[src/rtl/mux2a1_cond_tx_pkg.sv]
// ============================================================================
// Module      : mux2a1_cond_tx_pkg
// Description : Shared defaults and types for the Tx 2:1 interleaving mux and
//               its per-lane FIFO (also usable by the matching Rx demux).
// Revision    : 1.0 - initial release
// ============================================================================
`default_nettype none

package mux2a1_cond_tx_pkg;

    localparam int unsigned WIDTH_DEF    = 8;
    localparam int unsigned DEPTH_DEF    = 4;
    localparam logic [7:0]  DATA_OUT_RST = 8'h00;

    typedef enum logic {
        SEL_LANE0 = 1'b0,
        SEL_LANE1 = 1'b1
    } sel_e;

    function automatic sel_e next_lane(input sel_e cur);
        return (cur == SEL_LANE0) ? SEL_LANE1 : SEL_LANE0;
    endfunction

endpackage

`default_nettype wire

[src/rtl/mux2a1_cond_tx_fifo_sync_tx.sv]
// ============================================================================
// Module      : fifo_sync_tx
// Description : Single-clock FIFO, synchronous active-low reset, no bypass:
//               a word pushed into an empty FIFO is poppable one edge later.
// Revision    : 1.0 - initial release
// ============================================================================
`default_nettype none

module fifo_sync_tx
    import mux2a1_cond_tx_pkg::*;
#(
    parameter  int WIDTH = WIDTH_DEF,
    parameter  int DEPTH = DEPTH_DEF,
    localparam int AW    = $clog2(DEPTH),
    localparam int CW    = AW + 1
) (
    input  logic             clk_4f,
    input  logic             reset_L,
    input  logic             push,
    input  logic             pop,
    input  logic [WIDTH-1:0] data_in,
    output logic [WIDTH-1:0] data_out,
    output logic             full,
    output logic             empty,
    output logic [CW-1:0]    count
);

    logic [WIDTH-1:0] mem_q [DEPTH];
    logic [WIDTH-1:0] mem_d [DEPTH];
    logic [AW-1:0]    wr_ptr_q, wr_ptr_d;
    logic [AW-1:0]    rd_ptr_q, rd_ptr_d;
    logic [CW-1:0]    count_q,  count_d;
    logic             do_push;
    logic             do_pop;

    assign full     = (count_q == CW'(DEPTH));
    assign empty    = (count_q == '0);
    assign count    = count_q;
    assign data_out = mem_q[rd_ptr_q];

    always_comb begin
        do_pop   = pop && !empty;
        // A pop on the same edge frees the slot, so a push into a full FIFO is kept.
        do_push  = push && (!full || do_pop);
        mem_d    = mem_q;
        wr_ptr_d = wr_ptr_q;
        rd_ptr_d = rd_ptr_q;
        count_d  = count_q + CW'(do_push) - CW'(do_pop);
        if (do_push) begin
            mem_d[wr_ptr_q] = data_in;
            wr_ptr_d        = wr_ptr_q + AW'(1);
        end
        if (do_pop) begin
            rd_ptr_d = rd_ptr_q + AW'(1);
        end
    end

    always_ff @(posedge clk_4f) begin
        if (!reset_L) begin
            wr_ptr_q <= '0;
            rd_ptr_q <= '0;
            count_q  <= '0;
        end else begin
            wr_ptr_q <= wr_ptr_d;
            rd_ptr_q <= rd_ptr_d;
            count_q  <= count_d;
        end
    end

    always_ff @(posedge clk_4f) begin
        mem_q <= mem_d;
    end

endmodule

`default_nettype wire

[src/rtl/mux2a1_cond_tx.sv]
// ============================================================================
// Module      : mux2a1_cond_tx
// Description : Tx 2:1 interleaver; emits lane0, lane1, lane0, ... in strict
//               order from two skew-absorbing lane FIFOs.
// Revision    : 1.0 - initial release
// ============================================================================
`default_nettype none

module mux2a1_cond_tx
    import mux2a1_cond_tx_pkg::*;
#(
    parameter  int WIDTH = WIDTH_DEF,
    parameter  int DEPTH = DEPTH_DEF,
    localparam int CW    = $clog2(DEPTH) + 1
) (
    input  logic             clk_4f,
    input  logic             reset_L,
    input  logic             valid0,
    input  logic [WIDTH-1:0] data_in0,
    input  logic             valid1,
    input  logic [WIDTH-1:0] data_in1,
    output logic             valid_out,
    output logic [WIDTH-1:0] data_out,
    output logic             full0,
    output logic             full1,
    output logic             overflow
);

    logic [WIDTH-1:0] fifo_dout0, fifo_dout1;
    logic             fifo_full0, fifo_full1;
    logic             empty0, empty1;
    logic [CW-1:0]    count0, count1;
    logic             pop0, pop1;

    sel_e             sel_q, sel_d;
    logic             valid_out_q, valid_out_d;
    logic [WIDTH-1:0] data_out_q, data_out_d;
    logic             overflow_q, overflow_d;

    fifo_sync_tx #(
        .WIDTH (WIDTH),
        .DEPTH (DEPTH)
    ) u_fifo0 (
        .clk_4f   (clk_4f),
        .reset_L  (reset_L),
        .push     (valid0),
        .pop      (pop0),
        .data_in  (data_in0),
        .data_out (fifo_dout0),
        .full     (fifo_full0),
        .empty    (empty0),
        .count    (count0)
    );

    fifo_sync_tx #(
        .WIDTH (WIDTH),
        .DEPTH (DEPTH)
    ) u_fifo1 (
        .clk_4f   (clk_4f),
        .reset_L  (reset_L),
        .push     (valid1),
        .pop      (pop1),
        .data_in  (data_in1),
        .data_out (fifo_dout1),
        .full     (fifo_full1),
        .empty    (empty1),
        .count    (count1)
    );

    // Only the selected lane may pop; never skip ahead to the other lane.
    assign pop0 = (sel_q == SEL_LANE0) && !empty0;
    assign pop1 = (sel_q == SEL_LANE1) && !empty1;

    assign full0     = (count0 == CW'(DEPTH));
    assign full1     = (count1 == CW'(DEPTH));
    assign valid_out = valid_out_q;
    assign data_out  = data_out_q;
    assign overflow  = overflow_q;

    always_comb begin
        valid_out_d = 1'b0;
        data_out_d  = WIDTH'(DATA_OUT_RST);
        sel_d       = sel_q;
        overflow_d  = overflow_q
                    | (valid0 && fifo_full0 && !pop0)
                    | (valid1 && fifo_full1 && !pop1);
        if (pop0) begin
            valid_out_d = 1'b1;
            data_out_d  = fifo_dout0;
            sel_d       = next_lane(sel_q);
        end else if (pop1) begin
            valid_out_d = 1'b1;
            data_out_d  = fifo_dout1;
            sel_d       = next_lane(sel_q);
        end
    end

    always_ff @(posedge clk_4f) begin
        if (!reset_L) begin
            sel_q       <= SEL_LANE0;
            valid_out_q <= 1'b0;
            data_out_q  <= WIDTH'(DATA_OUT_RST);
            overflow_q  <= 1'b0;
        end else begin
            sel_q       <= sel_d;
            valid_out_q <= valid_out_d;
            data_out_q  <= data_out_d;
            overflow_q  <= overflow_d;
        end
    end

endmodule

`default_nettype wire
[config.mk]
export PLATFORM = sky130hd
export DESIGN_NAME = mux2a1_cond_tx
export DESIGN_NICKNAME = d
export VERILOG_FILES = /design/src/rtl/mux2a1_cond_tx_pkg.sv /design/src/rtl/mux2a1_cond_tx_fifo_sync_tx.sv /design/src/rtl/mux2a1_cond_tx.sv
export SDC_FILE = /design/constraint.sdc
export NUM_CORES = 1
export LEC_CHECK = 0
export BUFFER_PORTS_ARGS = -buffer_cell sky130_fd_sc_hd__buf_4
export CAP_MARGIN = 25
export CORE_ASPECT_RATIO = 1.75
export CORE_MARGIN = 3
export CORE_UTILIZATION = 60
export CTS_CLUSTER_DIAMETER = 150
export CTS_CLUSTER_SIZE = 40
export DETAILED_ROUTE_END_ITERATION = 8
export PLACE_DENSITY_LB_ADDON = 0.25
export SYNTH_ARGS = -nofsm -noshare
export SYNTH_HDL_FRONTEND = slang
export SYNTH_SLANG_ARGS = --single-unit
[constraint.sdc]
create_clock -name clk_4f -period 4.1 [get_ports clk_4f]
set_clock_uncertainty 0.1 [all_clocks]
set_input_delay 0 -clock clk_4f [delete_from_list [all_inputs] [get_ports clk_4f]]
set_output_delay 0 -clock clk_4f [all_outputs]
set_load 0.02 [all_outputs]
# == Word level (Yosys, flattened, before mapping) ==
# Index checks and enable logic that the tools add are counted.
# word_totals
register_bits,89
input_bits,20
output_inout_bits,12
elab_cells,83
# classes
add_sub_neg,8
order_cmp,6
eq_ne,2
mux,19
n_bitwise,7
reduce_logical,23
# ops
operator,n
bitwise mux 32 bit,2
2-to-1 mux 8 bit,8
binary-select mux 8 bit (select 2 bit),2
demux 8 bit (select 2 bit),2
"greater-or-equal comparator 3 bit, second input constant",4
logical AND 1 bit,12
NOT 2 -> 3 bit,4
"adder 2 x 1 -> 2 bit, second input constant",4
adder 3 x 1 -> 3 bit,2
"== test 3 bit, second input constant",2
zero test 1 bit,6
zero test 3 bit,2
"less-than comparator 3 x 1 -> 1 bit, second input constant",2
subtractor 3 x 1 -> 3 bit,2
2-to-1 mux 1 bit,5
logical OR 1 bit,2
OR 1 bit,2
nonzero test 2 bit,1
NOT 1 bit,1

# == Longest topological paths before layout ==
# depth
depth_word,8
depth_mapped,10
ltp_nobuf,10

# == Cells and area by module ==
# Synthesis repeated with hierarchy kept, for this count alone.
# hier_totals
hier_cells,221
area_unflattened_um2,3618.5
# modules_own_cells
mod,n_inst,cells_each,area_per_inst_um2,seq_area_each_um2
fifo_sync_tx,2,89,1595.3,1101.1
mux2a1_cond_tx,1,43,427.9,220.2

# == Worst setup path after synthesis ==
# No wires, ideal clock.
# synth_timing
path_type,register -> register
startpoint,"register u_fifo0.count_q[1], in the netlist u_fifo0.count[1]"
endpoint,"register u_fifo0.count_q[2], in the netlist u_fifo0.count[2]"
setup_ns,0.079
arrival_ns,2.040
required_ns,3.921
setup_slack_ns,1.881
stages_incl_launch_ff,11
path_buffers,0
period_less_slack_ns,2.219
path_cell_list,dfxtp_1 nor3_1 nor2_1 ha_1 inv_1 ha_1 inv_1 fa_1 xor2_1 and2_1 nor3_1
# synth_between
elab_chain_cells,8
word_cells_on_any_way,10
classes_between,add/sub: 2; eq/ne: 1; reduce/logical: 7
# synth_rtl
item,line_no,source
"start, declared",mux2a1_cond_tx_fifo_sync_tx.sv:32,"logic [CW-1:0] count_q, count_d;"
"start signal, assigned",mux2a1_cond_tx_fifo_sync_tx.sv:66,count_q <= count_d;
zero test 3 bit *,mux2a1_cond_tx_fifo_sync_tx.sv:37,assign empty = (count_q == '0);
zero test 1 bit *,"mux2a1_cond_tx_fifo_sync_tx.sv:42, mux2a1_cond_tx.sv:71",
logical AND 1 bit,mux2a1_cond_tx.sv:71,assign pop0 = (sel_q == SEL_LANE0) && !empty0;
logical AND 1 bit *,mux2a1_cond_tx_fifo_sync_tx.sv:42,do_pop = pop && !empty;
net u_fifo0.do_pop,mux2a1_cond_tx_fifo_sync_tx.sv:34,logic do_pop;
logical OR 1 bit,mux2a1_cond_tx_fifo_sync_tx.sv:44,do_push = push && (!full || do_pop);
logical AND 1 bit,mux2a1_cond_tx_fifo_sync_tx.sv:44,
adder 3 x 1 -> 3 bit,mux2a1_cond_tx_fifo_sync_tx.sv:48,count_d = count_q + CW'(do_push) - CW'(do_pop);
subtractor 3 x 1 -> 3 bit *,mux2a1_cond_tx_fifo_sync_tx.sv:48,
# Mark *: on every way through the listed nets, which the timed path passes. The rest lies on a longest branch.
# A chain may end at the register's enable or synchronous reset.

# == Final worst setup path ==
# Same ends and word-level chain as after synthesis.

==> impl_metrics.yaml <==
run_status:
  status: "complete, no violations"
final_layout:
  nNetsFinal: 310
  drive_gt1_share_pct: 20.6
  design_area_mm2: 0.00430
  post-route-util_pct: 75.7
  final_cells: 357
  syn_to_final_growth_pct: 19.0
  n_antenna_cell: 0
  n_fill_cell: 358
setup_path:
  cp.arrival_ns: 2.54
  critPathKind: "reg -> reg"
  cp.required_ns: 4.27
  cp_slowest_stage_delay_ns: 0.39
  slowest_stage: "dfxtp_1"
  end_kind: "register"
  cp_cell_sequence: "nor3_1 > nor2_1 > ha_1 > inv_1 > ha_1 > inv_1 > fa_1 > xor2_1 > and2_1 > nor3_1"
  path_max_fanout: 7
  cp-start-kind: "register"
clock_tree:
  cts_resized: 0
  clk_latency_ns: 0.34
  cts_tree: "built"
  cts.reportedPaths.clkPinSlew_ns: 0.08
  cts_sinks: 89
  htreeDepth: 3
  cts_setup_buffers: 0
  cts_made_buffers: 9
  cts_buffer_depth: 2
  cts-root-buf: "clkbuf_8"
floorplanning:
  dieHeight_um: 109
  fp-row-count: 36
  fp.dieArea_mm2: 0.00702
  ios: 32
  start_util_pct: 63.6
  core_mm2: 0.00568
  fp.dieW_um: 64.6
detailed_routing:
  routed_wl_mm: 5.80
  drtIter0Drc: 88
  wl_per_cell_um: 16.3
  drc: 0
  dr_total_vias: 1876
  dr.pass1.iters: 5
  viasPerCell: 5.25
  postRouteAntennaNets: 0
yosys:
  synth_seq_cells: 89
  synth_xor_area_share_pct: 1.21
  synth_edf_count: 64
  muxShareOfSynthArea_pct: 11.9
  synth_top_family_by_area: "multiplexers"
  post_synth_and_or_nand_nor_area_fraction_pct: 7.69
  ys.flop_type: "edfxtp_1"
  syn_nets: 256
  syn_area_mm2: 0.00361
  yosys.area_share.adder_pct: 5.27
  syn_inst: 222
  yosysSeqAreaShare_pct: 67.1
  ys_types: 36
  synth_area_per_cell_um2: 16.3
  synthArstFlopShare_pct: 0
  synth_compound_area_share_pct: 2.95
  yosys_warnings: 0
sta:
  rsz0062_at_grt: "false"
  finalSetupViolCount: 0
  worstMarginPinSlew_ns: 0.618
  setup_ws_ns: 1.73
  period_needed_ns: 2.37
  finalSetupTns_ns: 0
  worst_hold_slack_ns: 0.286
  final-hold-violation-count: 0
  slew_headroom_pct: 58.7
  slew_violations: 0
  fmax_mhz: 421
  finalCritPeriodShare_pct: 57.9
placed_design:
  placed_cell_area_mm2: 0.00388
  post-place-ws_ns: 1.71
  place_hpwl_mm: 4.00
  port_buffers: 31
  routabilityCongestion: 0.732
  dp.cells: 321
global_routing:
  antenna_found_initial: 0
  grt_usage_pct: 19.2
  grt_overflow_total: 0
  grt_pass1_vias: 1985
  grt_pass1_wl_mm: 9.79
  grt_max_degree: 22
pwr:
  p_leak_nw: 1.60
  finalPower_mw: 2.55
  ir_worst_vdd_mv: 0.384
  power.density_mw_per_mm2: 593
flow_run:
  max-cap-violations: 0
min_path:
  hp-class: "in -> reg"
-- flip-flops by register name (all words and copies together) (netlist names) --
| name | cells |
|---|---|
| overflow | 1 |
| u_fifo1.wr_ptr_q | 2 |
| u_fifo1.rd_ptr_q | 2 |
| u_fifo0.rd_ptr_q | 2 |
| data_out | 8 |
| u_fifo0.mem_q | 32 |
| valid_out | 1 |
| u_fifo1.mem_q | 32 |
| sel_q | 1 |
| u_fifo0.wr_ptr_q | 2 |
| u_fifo1.count | 3 |
| u_fifo0.count | 3 |
-- cell families after synthesis --
| family | after synthesis |
|---|---|
| AO/OA/AOI/OAI | 17 |
| flip-flops | 89 |
| buffers and inverters | 29 |
| AND/OR/NAND/NOR | 48 |
| XOR/XNOR | 5 |
| adder cells (fa/ha/maj) | 14 |
| multiplexers | 20 |
-- report_power, final --
group	leakage [nW]	switching, mW	internal, mW
clock network	0.107	0.290	0.347
registers	0.793	0.135	1.11
logic	0.704	0.316	0.351
total	1.60	0.741	1.81
-- worst paths after layout --
check | startpoint | to | slack, ns | depth (start not counted)
worst min register to register | u_fifo1.wr_ptr_q[0] | u_fifo1.wr_ptr_q[0] | 0.40 | 2
worst max register to register | u_fifo0.count[1] | u_fifo0.count[2] | 1.73 | 10
worst max-delay path | u_fifo0.count[1] | u_fifo0.count[2] | 1.73 | 10
worst min-delay path | data_in0[5] | u_fifo0.mem_q[5] | 0.29 | 2
-- synth_stat cells (3+ instances only) --
master	count	area (um^2)
mux4_2	8	180
mux4_1	8	210
mux2i_1	4	40.0
or3_1	3	18.8
nor2_1	8	30.0
nand2_1	7	26.3
and2_1	11	68.8
xor2_1	3	26.3
o21ai_1	8	40.0
inv_1	20	75.1
nand3_1	10	50.1
buf_6	3	33.8
dfxtp_1	25	500
edfxtp_1	64	1920
ha_1	12	150
-- what timing repair did --
action | 4_1_cts | 5_1_grt
hold endpoints to repair | 81 | 0
endpoints found under the setup margin | 0 | 0
hold buffers | 20 | 0
-- layer usage --
layer  GRT usage, %  vias to the layer above  part of all wire (%)
li1               -                      925                     -
met1           22.6                      908                    40
met2           33.8                       35                    56
met3           3.74                        8                   3.1
met4           8.62                        0                   1.3
met5              0                        -                     0
-- placed cells by master, fill, tap and decap left out, types with 2 or more instances in the layout --
master | Yosys | final
fa_1 | 2 | 2
inv_1 | 20 | 20
nor3_1 | 2 | 2
mux4_1 | 8 | 8
inv_6 | 0 | 2
or3_1 | 3 | 3
o21ai_1 | 8 | 8
ha_1 | 12 | 12
dlygate4sd3_1 | 0 | 20
and2_1 | 11 | 11
mux4_2 | 8 | 8
nand2_1 | 7 | 7
xor2_1 | 3 | 3
nand3_1 | 10 | 10
nor3b_1 | 2 | 2
o21ai_0 | 2 | 2
xnor2_1 | 2 | 2
clkbuf_8 | 0 | 9
a21oi_1 | 2 | 2
buf_4 | 1 | 31
nor2_1 | 8 | 8
bufinv_16 | 0 | 2
mux2i_1 | 4 | 4
dfxtp_1 | 25 | 25
edfxtp_1 | 64 | 64
-- area by class of cell --
| class | instances | area (um^2) | area share (%) |
|---|---|---|---|
| clock buffers | 10 | 128 | 2.97 |
| clock inverters | 6 | 90.1 | 2.10 |
| repair buffers | 51 | 433 | 10.1 |
| multi-input cells | 104 | 1050 | 24.4 |
| flip-flops and latches | 89 | 2420 | 56.4 |
| inverters | 21 | 78.8 | 1.84 |
| well taps | 76 | 95.1 | 2.21 |
-- critical path: cells and delay by family (launching register included) --
| family | cells | cell delay [ns] |
|---|---|---|
| xor gates and xnor gates | 1 | 0.16 |
| adders and majority gates | 3 | 0.77 |
| buffers and inverters | 2 | 0.09 |
| DFF | 1 | 0.39 |
| and+or+nand+nor | 4 | 0.77 |
No activity file was read; power rests on OpenSTA's default activity.
